[config.mk]
export PLATFORM = sky130hd
export DESIGN_NAME = simon_sequencer_flat
export DESIGN_NICKNAME = d
export VERILOG_FILES = /design/src/rtl/simon_if.sv /design/src/rtl/simon_sequencer.sv /design/src/flat_wrapper.sv
export SDC_FILE = /design/constraint.sdc
export NUM_CORES = 1
export LEC_CHECK = 0
export ABC_AREA = 1
export BUFFER_PORTS_ARGS = -buffer_cell sky130_fd_sc_hd__buf_2
export CORE_MARGIN = 2
export CORE_UTILIZATION = 54
export DETAILED_ROUTE_END_ITERATION = 6
export GPL_TIMING_DRIVEN = 0
export PLACE_DENSITY = 0.75
export REMOVE_ABC_BUFFERS = 1
export SLEW_MARGIN = 15
export SYNTH_ARGS = -nofsm -noshare
export SYNTH_HDL_FRONTEND = slang
export SYNTH_SLANG_ARGS = --single-unit
[constraint.sdc]
create_clock -name clk -period 2.3 [get_ports clk]
set_clock_uncertainty 0.2 [all_clocks]
set_input_delay 0.46 -clock clk [delete_from_list [all_inputs] [get_ports clk]]
set_output_delay 0.46 -clock clk [all_outputs]
set_load 0.03 [all_outputs]
[src/rtl/simon_if.sv]
// Bundles the user-facing switch/button inputs and display/status outputs of the Simon sequencer.
interface simon_if #(
  parameter int WIDTH = 4,
  parameter int DEPTH = 16,
  parameter int LIVES = 1
);
  localparam int AW = $clog2(DEPTH);
  localparam int LW = $clog2(LIVES + 1);

  logic [WIDTH-1:0] pattern;
  logic             pattern_valid;
  logic             step;
  logic [WIDTH-1:0] display_pattern;
  logic [2:0]       mode_leds;
  logic [AW:0]      level;
  logic [AW-1:0]    index;
  logic [LW-1:0]    lives_left;

  modport master (
    output pattern, pattern_valid, step,
    input  display_pattern, mode_leds, level, index, lives_left
  );

  modport slave (
    input  pattern, pattern_valid, step,
    output display_pattern, mode_leds, level, index, lives_left
  );
endinterface

[src/rtl/simon_sequencer.sv]
// Simon-style memory game: user enters a growing pattern sequence, watches it replayed,
// then repeats it back; mismatches cost lives, filling the store wins.
module simon_sequencer #(
  parameter int WIDTH = 4,
  parameter int DEPTH = 16,
  parameter int LIVES = 1,
  parameter int DWELL = 1
) (
  input  logic     clk,
  input  logic     rst,
  simon_if.slave   bus
);
  localparam int AW = $clog2(DEPTH);
  localparam int LW = $clog2(LIVES + 1);
  localparam int DW = (DWELL > 1) ? $clog2(DWELL) : 1;

  typedef enum logic [2:0] {
    S_INPUT = 3'b001,
    S_PLAY  = 3'b010,
    S_REP   = 3'b100,
    S_DONE  = 3'b111,
    S_WIN   = 3'b011
  } state_t;

  state_t           r_state, w_state_nxt;
  logic [AW:0]      r_level;
  logic [AW-1:0]    r_index;
  logic [DW-1:0]    r_dwell;
  logic [LW-1:0]    r_lives;
  logic [WIDTH-1:0] r_mem [DEPTH];

  logic [WIDTH-1:0] w_rd;
  logic             w_accept, w_dwell_last, w_idx_last, w_match, w_lives_more, w_full;
  logic [2:0]       w_mode;
  logic [WIDTH-1:0] w_disp;

  // Index is always below level in the states that read the store.
  assign w_rd         = r_mem[r_index];
  assign w_full       = (r_level == (AW+1)'(DEPTH));
  assign w_accept     = bus.step && bus.pattern_valid && !w_full;
  assign w_dwell_last = (r_dwell == DW'(DWELL - 1));
  assign w_idx_last   = ({1'b0, r_index} == (r_level - (AW+1)'(1)));
  assign w_match      = (bus.pattern == w_rd);
  assign w_lives_more = (r_lives > LW'(1));

  // State register
  always_ff @(posedge clk) begin
    if (rst) r_state <= S_INPUT;
    else     r_state <= w_state_nxt;
  end

  // Next-state logic
  always_comb begin
    w_state_nxt = r_state;
    case (r_state)
      S_INPUT: if (w_accept) w_state_nxt = S_PLAY;
      S_PLAY:  if (w_dwell_last && w_idx_last) w_state_nxt = S_REP;
      S_REP: begin
        if (bus.step) begin
          if (w_match) begin
            if (w_idx_last) w_state_nxt = w_full ? S_WIN : S_INPUT;
          end else begin
            w_state_nxt = w_lives_more ? S_PLAY : S_DONE;
          end
        end
      end
      default: w_state_nxt = r_state;
    endcase
  end

  // Output decode from state register only
  always_comb begin
    w_mode = 3'b001;
    w_disp = bus.pattern;
    case (r_state)
      S_INPUT: begin w_mode = 3'b001; w_disp = bus.pattern; end
      S_PLAY:  begin w_mode = 3'b010; w_disp = w_rd;        end
      S_REP:   begin w_mode = 3'b100; w_disp = bus.pattern; end
      S_DONE:  begin w_mode = 3'b111; w_disp = w_rd;        end
      S_WIN:   begin w_mode = 3'b011; w_disp = w_rd;        end
      default: begin w_mode = 3'b001; w_disp = bus.pattern; end
    endcase
  end

  // Counters
  always_ff @(posedge clk) begin
    if (rst) begin
      r_level <= '0;
      r_index <= '0;
      r_dwell <= '0;
      r_lives <= LW'(LIVES);
    end else begin
      case (r_state)
        S_INPUT: begin
          if (w_accept) begin
            r_level <= r_level + (AW+1)'(1);
            r_index <= '0;
            r_dwell <= '0;
          end
        end
        S_PLAY: begin
          if (w_dwell_last) begin
            r_dwell <= '0;
            r_index <= w_idx_last ? '0 : r_index + AW'(1);
          end else begin
            r_dwell <= r_dwell + DW'(1);
          end
        end
        S_REP: begin
          if (bus.step) begin
            if (w_match) begin
              r_index <= w_idx_last ? '0 : r_index + AW'(1);
            end else if (w_lives_more) begin
              r_lives <= r_lives - LW'(1);
              r_index <= '0;
              r_dwell <= '0;
            end else begin
              r_lives <= '0;
            end
          end
        end
        default: ;
      endcase
    end
  end

  // Pattern store: not reset, written only on an accepted entry
  always_ff @(posedge clk) begin
    if (!rst && r_state == S_INPUT && w_accept)
      r_mem[r_level[AW-1:0]] <= bus.pattern;
  end

  assign bus.display_pattern = w_disp;
  assign bus.mode_leds       = w_mode;
  assign bus.level           = r_level;
  assign bus.index           = r_index;
  assign bus.lives_left      = r_lives;
endmodule

[src/flat_wrapper.sv]
// flat-port wrapper written by rule: the top's interface ports become plain ports
module simon_sequencer_flat 
#(
  parameter int WIDTH = 4,
  parameter int DEPTH = 16,
  parameter int LIVES = 1,
  parameter int DWELL = 1
)
  (clk, rst, bus_pattern, bus_pattern_valid, bus_step, bus_display_pattern, bus_mode_leds, bus_level, bus_index, bus_lives_left);
  simon_if #(.WIDTH(WIDTH), .DEPTH(DEPTH), .LIVES(LIVES)) bus_i ();
  input  logic clk;
  input  logic rst;
  input wire logic [$bits(bus_i.pattern)-1:0] bus_pattern;
  input wire logic [$bits(bus_i.pattern_valid)-1:0] bus_pattern_valid;
  input wire logic [$bits(bus_i.step)-1:0] bus_step;
  output wire logic [$bits(bus_i.display_pattern)-1:0] bus_display_pattern;
  output wire logic [$bits(bus_i.mode_leds)-1:0] bus_mode_leds;
  output wire logic [$bits(bus_i.level)-1:0] bus_level;
  output wire logic [$bits(bus_i.index)-1:0] bus_index;
  output wire logic [$bits(bus_i.lives_left)-1:0] bus_lives_left;
  assign bus_i.pattern = bus_pattern;
  assign bus_i.pattern_valid = bus_pattern_valid;
  assign bus_i.step = bus_step;
  assign bus_display_pattern = bus_i.display_pattern;
  assign bus_mode_leds = bus_i.mode_leds;
  assign bus_level = bus_i.level;
  assign bus_index = bus_i.index;
  assign bus_lives_left = bus_i.lives_left;
  simon_sequencer #(.WIDTH(WIDTH), .DEPTH(DEPTH), .LIVES(LIVES), .DWELL(DWELL)) u_core (.clk(clk), .rst(rst), .bus(bus_i));
endmodule
* Word-level counts from Yosys, hierarchy flattened
Memories as Yosys holds them, arrays and structs flattened. A register that Yosys moved wholly into a read port is not among the register bits.
Index checks and enable logic that the tools add are counted.
** Word-level totals
- Register bits after elaboration :: 14
- Bits in writable memories :: 64
- Input port bits :: 8
- Output and inout bits :: 17
- Word-level logic and storage cells :: 72
- Memories :: 1
** Operators by class
- Add/subtract/negate cells :: 5
- Order comparisons :: 1
- Equal/unequal tests :: 16
- Muxes and demuxes :: 28
- Bitwise operators :: 2
- Reduce and logical (&&, ||, !) cells :: 14
** Memory list
- u_core.r_mem :: depth 16, width 4, rd ports 1, clocked after Yosys merged registers in 1, wr ports 1, line simon_sequencer.sv:30 : logic [WIDTH-1:0] r_mem [DEPTH];
** Operators with widths (number)
- 4-bit two-way mux :: 9
- 3-bit two-way mux :: 6
- 5-bit AND reduction :: 3
- 3-bit one-hot mux with 4 select lines :: 1
- 4-bit one-hot mux with 3 select lines :: 1
- 3-bit one-hot mux with 3 select lines :: 1
- 1-bit two-way mux :: 8
- 3-bit by 2-bit equality test with 1-bit output, second input constant :: 2
- 3-bit equality test, second input constant :: 2
- 2-bit by 1-bit != test with 1-bit output, second input constant :: 3
- 2-bit != test, second input constant :: 3
- 5-bit by 1-bit adder with 5-bit output, second input constant :: 1
- 4-bit by 5-bit equality test with 1-bit output :: 1
- 5-bit equality test, second input constant :: 1
- 1-bit logical AND :: 5
- 5-bit by 1-bit subtractor with 5-bit output, second input constant :: 1
- 4-bit by 1-bit adder with 4-bit output, second input constant :: 1
- 4-bit equality test :: 1
- 3-bit by 1-bit equality test with 1-bit output, second input constant :: 1
- 3-bit by 1-bit != test with 1-bit output, second input constant :: 1
- 3-bit by 2-bit != test with 1-bit output, second input constant :: 1
- 1-bit one-hot mux with 3 select lines :: 1
- 3-bit AND reduction :: 1
- 3-bit nonzero test :: 1
- 8 further kinds :: 10

* Depth between registers and ports, before layout
Gate-level depths: netlist of run 1.
- Word-level depth :: 8
- Gate-level depth with buffers :: 19
- Gate-level depth less buffers :: 17

* Least setup slack after synthesis of run 1
OpenSTA, ideal clock, no wires.
- Kind :: register to register
- Start :: reg u_core.r_level[0], in the netlist u_core.bus.level[0]
- End :: mem u_core.r_mem[0][0] (enable)
- Setup time :: 0.329 ns
- Data arrival time :: 1.907 ns
- Data required time :: 1.771 ns
- Slack :: -0.137 ns
- Stages on the path, launching flop included :: 10
- Buffers on the path :: 0
- Clock period less this slack :: 2.437 ns
- Cell sequence :: dfxtp_1 > inv_1 > ha_1 > nand3_1 > nand3_1 > nor2_1 > inv_1 > nor2_1 > nand2_1 > nor2_1
** On the way
- Longest elaborated chain between the ends :: 6
** RTL lines
- start, declared :: line simon_sequencer.sv:26 : logic [AW:0] r_level;
- start signal, assigned :: line simon_sequencer.sv:96 : r_level <= r_level + (AW+1)'(1);
- 5-bit equality test :: line simon_sequencer.sv:39 : assign w_full = (r_level == (AW+1)'(DEPTH));
- 1-bit logical NOT :: line simon_sequencer.sv:40 : assign w_accept = bus.step && bus.pattern_valid && !w_full;
- 1-bit logical AND :: line simon_sequencer.sv:40
- 1-bit logical AND :: line simon_sequencer.sv:129 : if (!rst && r_state == S_INPUT && w_accept)
- 1-bit two-way mux :: line simon_sequencer.sv:129
- 1-bit two-way mux (implied by the code) :: line simon_sequencer.sv:130 : r_mem[r_level[AW-1:0]] <= bus.pattern;
- end, declared :: line simon_sequencer.sv:30
Several ways; a longest one is shown, not always the timed one.

==> reports/summary.txt, run 1 <==
pre-CTS WS -> -0.8621 ns
vias per inst -> 5.755
Sink Count -> 81
outcome -> finished, violations left
WHS -> 0.1117 ns
detailed router's first-iteration violation count -> 457
Post-synth top cells -> 134 x nand2_1, 64 x edfxtp_1, 56 x inv_1
Setup crit end -> bus_display_pattern[2]
reg2reg setup slack -> -0.19 ns
CTS tree -> done
Setup violations, final -> 18
Die Area -> 7808 sq um
hold-fix buffers at CTS -> 0
Placed Area -> 3995 sq um
max_slew headroom -> 0.6954
most common cell in the synthesized netlist -> nand2_1
Die Y -> 88.37 um
critical path fanouts, max -> 7
insertion delay to the later sink of the worst-skew pair -> 0.37 ns
fin nets -> 493
core area -> 6832 sq um
violated checks -> negative setup slack
Yosys top cell area share -> 0.5000
detailed-route via count -> 3338
Worst Path Required -> 1.64 ns
Die W -> 88.37 um
post-synthesis register bit count -> 81
drt total wl -> 10960 um
grt ovf -> 0
row count -> 30
largest net degree at the start of global routing -> 20
CTS H-Tree Depth -> 3
Distinct cells, synth -> 27
drt pass-1 iters -> 7
ys async rst share -> 0
initial antenna violation count -> 0
Power Density -> 637.5 nW/um^2
RSZ-0062 raised after global routing -> true
number of enable flip-flop cells after synthesis -> 64
WL/cell -> 18.89 um
Seq/Total Area, Yosys -> 0.5885
worst setup margin -> -0.2260 ns
critical path data arrival time -> 1.87 ns
Max IR drop VDD -> 712.6 uV
area grow syn2layout -> 32.71%
Total Routing Usage GR -> 0.2653
first-pass GRT wire length -> 15060 um
Port Buffers -> 24
Worst-path clk slew -> 0.08 ns
worst hold path depth -> 2
top cells by area, synth -> edfxtp_1 50%, nand2_1 13%, dfxtp_1 8.9%
CP Class -> reg2out
Yosys top cell by area -> edfxtp_1
Ant. Diodes -> 0
hold_sp -> rst
# DRC -> 0
Worst setup EP type -> output pin
Num CTS Buffers -> 9
Hold Fails Final Rpt -> 0
post-route clock period utilization -> 1.098
DP HPWL -> 5366 um
starting density of the core -> 0.5626
max-cap violations -> 0
Yosys warnings -> 0
Mapped Area -> 3844 sq um
Max Slew Vio Count -> 0
CTS Buffer Depth -> 2
Primary FF master, synth -> edfxtp_1
cells after synthesis -> 426
Min Clock Period, post-route -> 2.526 ns
vias in the first global route -> 3080
Clock Root Buffer -> clkbuf_8
layout cells sized above 1 -> 0.3926
post-route cell area -> 5101 sq um
# IOs -> 25
leakage power -> 2.133 nW
Worst setup SP type -> register
routability congestion estimate -> 0.8211
Antenna Nets Post-Route -> 0
hold crit path type -> in2reg
worst reg2reg path depth -> 18
syn_area_per_cell -> 9.023 sq um
Achievable Freq -> 0.3959 GHz
worst slew pin tran -> 0.4563 ns
-- routing by layer --
layer  vias up  share of wire  global-route usage
li1       1483              -                   -
met1      1587           0.38              0.3418
met2       218           0.48              0.4306
met3        50          0.088             0.05504
met4         0          0.049              0.1295
met5         -              0                   0
-- final cells by class --
class	instances	area, sq um
repair inverters	3	43.79
clock buffers	9	123.9
repair buffers	50	416.7
flip-flops and latches	81	2276
well taps	96	120.1
clock inverters	7	102.6
inverters	59	240.2
multi-input cells	275	1778
fillers	411	1730
-- metrics by stage --
| stage | setup TNS [ns] | util | power [mW] | std cells |
|---|---|---|---|---|
| after CTS | -1.287 | 0.7013 | 3.173 | 576 |
| after detailed placement | -41.63 | 0.5848 | 1.953 | 535 |
| after floorplan | -8.898 | - | 1.858 | 415 |
| final | -2.474 | 0.7467 | 3.252 | 580 |
| after global placement | -38.46 | 0.5848 | 1.946 | 535 |
| after global routing | -3.751 | 0.7467 | 3.334 | 580 |
-- worst max-delay path: stages (launching register included) --
cell     delay (ns)
dfxtp_4        0.43
buf_4          0.14
nor2_1         0.05
nor2_1         0.22
o21ai_2        0.12
nand3_2        0.08
nand3_2        0.09
nand2_2        0.09
nand2_2        0.05
o21ai_2        0.07
buf_6          0.15
-- power by group --
group	switching (mW)	leakage (nW)	internal (mW)	total [mW]
Clock	0.563	0.116	0.624	1.19
Combinational	0.297	1.30	0.152	0.449
Sequential	0.0217	0.716	1.59	1.62
Total	0.882	2.13	2.37	3.25
-- kinds of logic (layout without fill, tap and decap cells) --
family / after synthesis / after routing / synth area share
compound gates: 22 / 22 / 0.03060
xor+xnor: 5 / 5 / 0.01140
buf+inv: 70 / 128 / 0.08138
flops: 81 / 81 / 0.5885
fa+ha+maj: 6 / 6 / 0.01953
simple gates: 242 / 242 / 0.2686
-- registers in the layout (all words and copies together), names as in the netlist, named ones only --
register	count
u_core.bus.level	5
u_core.bus.lives_left	1
u_core.bus.index	4
u_core.r_mem	64
u_core.r_state	3
-- cells in the final DEF (no fill, tap or decap), types with 3 or more instances in the layout --
master,n
nor2_2,4
nand2_2,29
o21ai_2,6
buf_12,3
nand3_2,35
a21oi_1,4
nor2_4,18
inv_2,3
buf_2,20
o21ai_0,7
dfxtp_1,12
nand2_4,11
buf_6,9
xnor2_1,3
buf_4,17
nand3_1,17
nand2_1,98
dfxtp_4,3
o21ai_1,3
nor2_1,18
ha_1,5
edfxtp_1,64
clkbuf_8,9
nand4_1,5
inv_1,54
-- worst min path at each step --
stage / endpoint / slack (ns)
after floorplan: u_core.r_state[0]$_SDFFE_PP1P_ / 0.32
after global placement: u_core.bus.lives_left$_SDFFE_PP1P_ / 0.25
after detailed placement: u_core.bus.lives_left$_SDFFE_PP1P_ / 0.25
after CTS: register / 0.11
after global routing: register / 0.12
final: register / 0.11
-- repair_timing --
| item | in CTS | in global routing |
|---|---|---|
| setup buffers | 21 | 4 |
| endpoints found under the setup margin | 81 | 81 |
| cloned | 4 | 0 |
| gates resized for setup | 105 | 70 |
| pin swaps | 35 | 26 |
Note: power is estimated with default switching activity, not from simulation.
==> run 2, diff against run 1 <==
Settings changed: SKIP_CTS_REPAIR_TIMING set to 1.
==> run 2 against run 1 <==
Global-route usage fell by 4.5 points. Register-to-register slack improved by 0.03 ns. Core utilization fell by 4.7 points. Power fell by 1.1%. Worst setup slack got worse by 0.038 ns. Critical path depth rose by 1. Routed wire length fell by 14%. The run still ends with negative setup slack left. First-iteration DRC count fell by 20%.
==> reports/summary.txt, run 2 (synthesized netlist as in run 1, its figures left out) <==
outcome -> finished, violations left
violated checks -> negative setup slack
critical path fanouts, max -> 8 (+1)
commonest non-fill, non-tap cell in the layout -> nand2_1
drt pass-1 iters -> 5 (-2)
post-route cell area -> 4778 sq um (-6.3%)
critical path's top delay family -> buffers and inverters
routability congestion estimate -> 0.8211 (unchanged)
# DRC -> 0 (unchanged)
first-pass GRT wire length -> 12560 um (-17%)
insertion delay to the later sink of the worst-skew pair -> 0.37 ns (about the same)
Worst setup SP type -> register
Port Buffers -> 24 (unchanged)
CP Class -> reg2out
CTS Buffer Depth -> 2 (unchanged)
post-route clock period utilization -> 1.115 (+0.01643)
row count -> 30 (unchanged)
detailed router's first-iteration violation count -> 364 (-20%)
Placed Area -> 3995 sq um (unchanged)
layout cells sized above 1 -> 0.2669 (-0.1256)
area grow syn2layout -> 24.32%
Max Slew Vio Count -> 0 (unchanged)
CTS tree -> done
Largest register FFs -> 64 (unchanged)
total chip power -> 3.216 mW (-1.1%)
Worst setup EP type -> output pin
detailed-route via count -> 3112 (-6.8%)
critical path data arrival time -> 1.90 ns (+0.03 ns)
Achievable Freq -> 0.3900 GHz (-1.5%)
worst slew pin tran -> 0.4361 ns (-0.02022 ns)
max_slew headroom -> 0.7085 (+0.01311)
Power Density -> 673.0 nW/um^2 (+5.6%)
vias per inst -> 5.479 (-4.8%)
critical path's slowest cell -> dfxtp_4
Die Area -> 7808 sq um (unchanged)
Num CTS Buffers -> 9 (unchanged)
utilization after layout -> 0.6995 (-0.04725)
drt total wl -> 9465 um (-14%)
pre-CTS WS -> -0.8621 ns (unchanged)
worst setup margin -> -0.2638 ns (-0.03779 ns)
Antenna Nets Post-Route -> 0 (unchanged)
crit-path max cell delay -> 0.40 ns (-0.03 ns)
vias in the first global route -> 2627 (-15%)
grt peak-use layer -> met2
core area -> 6832 sq um (unchanged)
met2 GRT Util -> 0.3541 (-0.07656)
leakage power -> 2.000 nW (-6.3%)
Setup violations, final -> 15 (-3)
Die Y -> 88.37 um (unchanged)
Clock Root Buffer -> clkbuf_8
worst hold path depth -> 2 (unchanged)
fin nets -> 481 (-2.4%)
Min Clock Period, post-route -> 2.564 ns (+0.03779 ns)
Global Route met1 Usage -> 0.2990 (-0.04282)
# IOs -> 25 (unchanged)
hold crit path type -> in2reg
DP HPWL -> 5366 um (unchanged)
Sink Count -> 81 (unchanged)
grt ovf -> 0 (unchanged)
CTS H-Tree Depth -> 3 (unchanged)
Ant. Diodes -> 0 (unchanged)
largest net degree at the start of global routing -> 34 (+70%)
Buf+Inv Stages, Crit Path -> 3 (+1)
met3 track demand over resource -> 0.04478 (-0.01026)
Hold Fails Final Rpt -> 0 (unchanged)
crit path cell chain -> buf_8 > buf_12 > nor2_2 > nor2_1 > o21ai_1 > nand3_1 > nand3_1 > nand2_1 > nand2_1 > o21ai_1 > buf_4
RSZ-0062 raised after global routing -> true
Total Routing Usage GR -> 0.2208 (-0.04452)
WP depth -> 11 (+1)
most frequent cells in the layout -> 124 x nand2_1, 64 x edfxtp_1, 52 x inv_1, 40 x nand3_1
Die W -> 88.37 um (unchanged)
max-cap violations -> 0 (unchanged)
Worst-path clk slew -> 0.08 ns (about the same)
Worst Path Required -> 1.64 ns (about the same)
Max IR drop VDD -> 718.4 uV (+0.81%)
WL/cell -> 16.66 um (-12%)
worst reg2reg path depth -> 18 (unchanged)
starting density of the core -> 0.5626 (unchanged)
initial antenna violation count -> 0 (unchanged)
## run 2: cell type report
class                   instances  area (sq um)
clock inverters                 7         102.6
repair inverters                2         27.53
fillers                       473          2053
multi-input cells             275          1555
inverters                      59         236.5
clock buffers                   9         123.9
flip-flops and latches         81          2276
repair buffers                 39         336.6
well taps                      96         120.1
## run 2: final timing paths
| check | from | end | slack [ns] |
|---|---|---|---|
| worst max-delay path | register | bus_display_pattern[3] | -0.26 |
| worst min-delay path | rst | register | 0.11 |
| worst max register to register | register | u_core.bus.index[3]$_SDFFE_PP0P_ | -0.16 |
| worst min register to register | u_core.bus.lives_left$_SDFFE_PP1P_ | u_core.bus.lives_left$_SDFFE_PP1P_ | 0.27 |
## run 2: through the flow
| step | setup TNS (ns) | instances | hold WS, ns |
|---|---|---|---|
| global placement | -38.46 | 535 | 0.2481 |
| floorplan | -8.898 | 415 | 0.3160 |
| global route | -3.895 | 568 | 0.1244 |
| finish | -2.323 | 568 | 0.1093 |
| detailed placement | -41.63 | 535 | 0.2506 |
| CTS | -44.46 | 551 | 0.08969 |
## run 2: power breakdown
part           internal [mW]  switching (mW)
clock network          0.624           0.564
registers               1.59          0.0231
logic                  0.135           0.275
## run 2: per-layer routing
layer	share of wire	up-vias	wire [um]
li1	-	1468	-
met1	0.41	1477	3868
met4	0.034	0	322
met5	0	-	0
met3	0.071	30	668
met2	0.49	137	4605
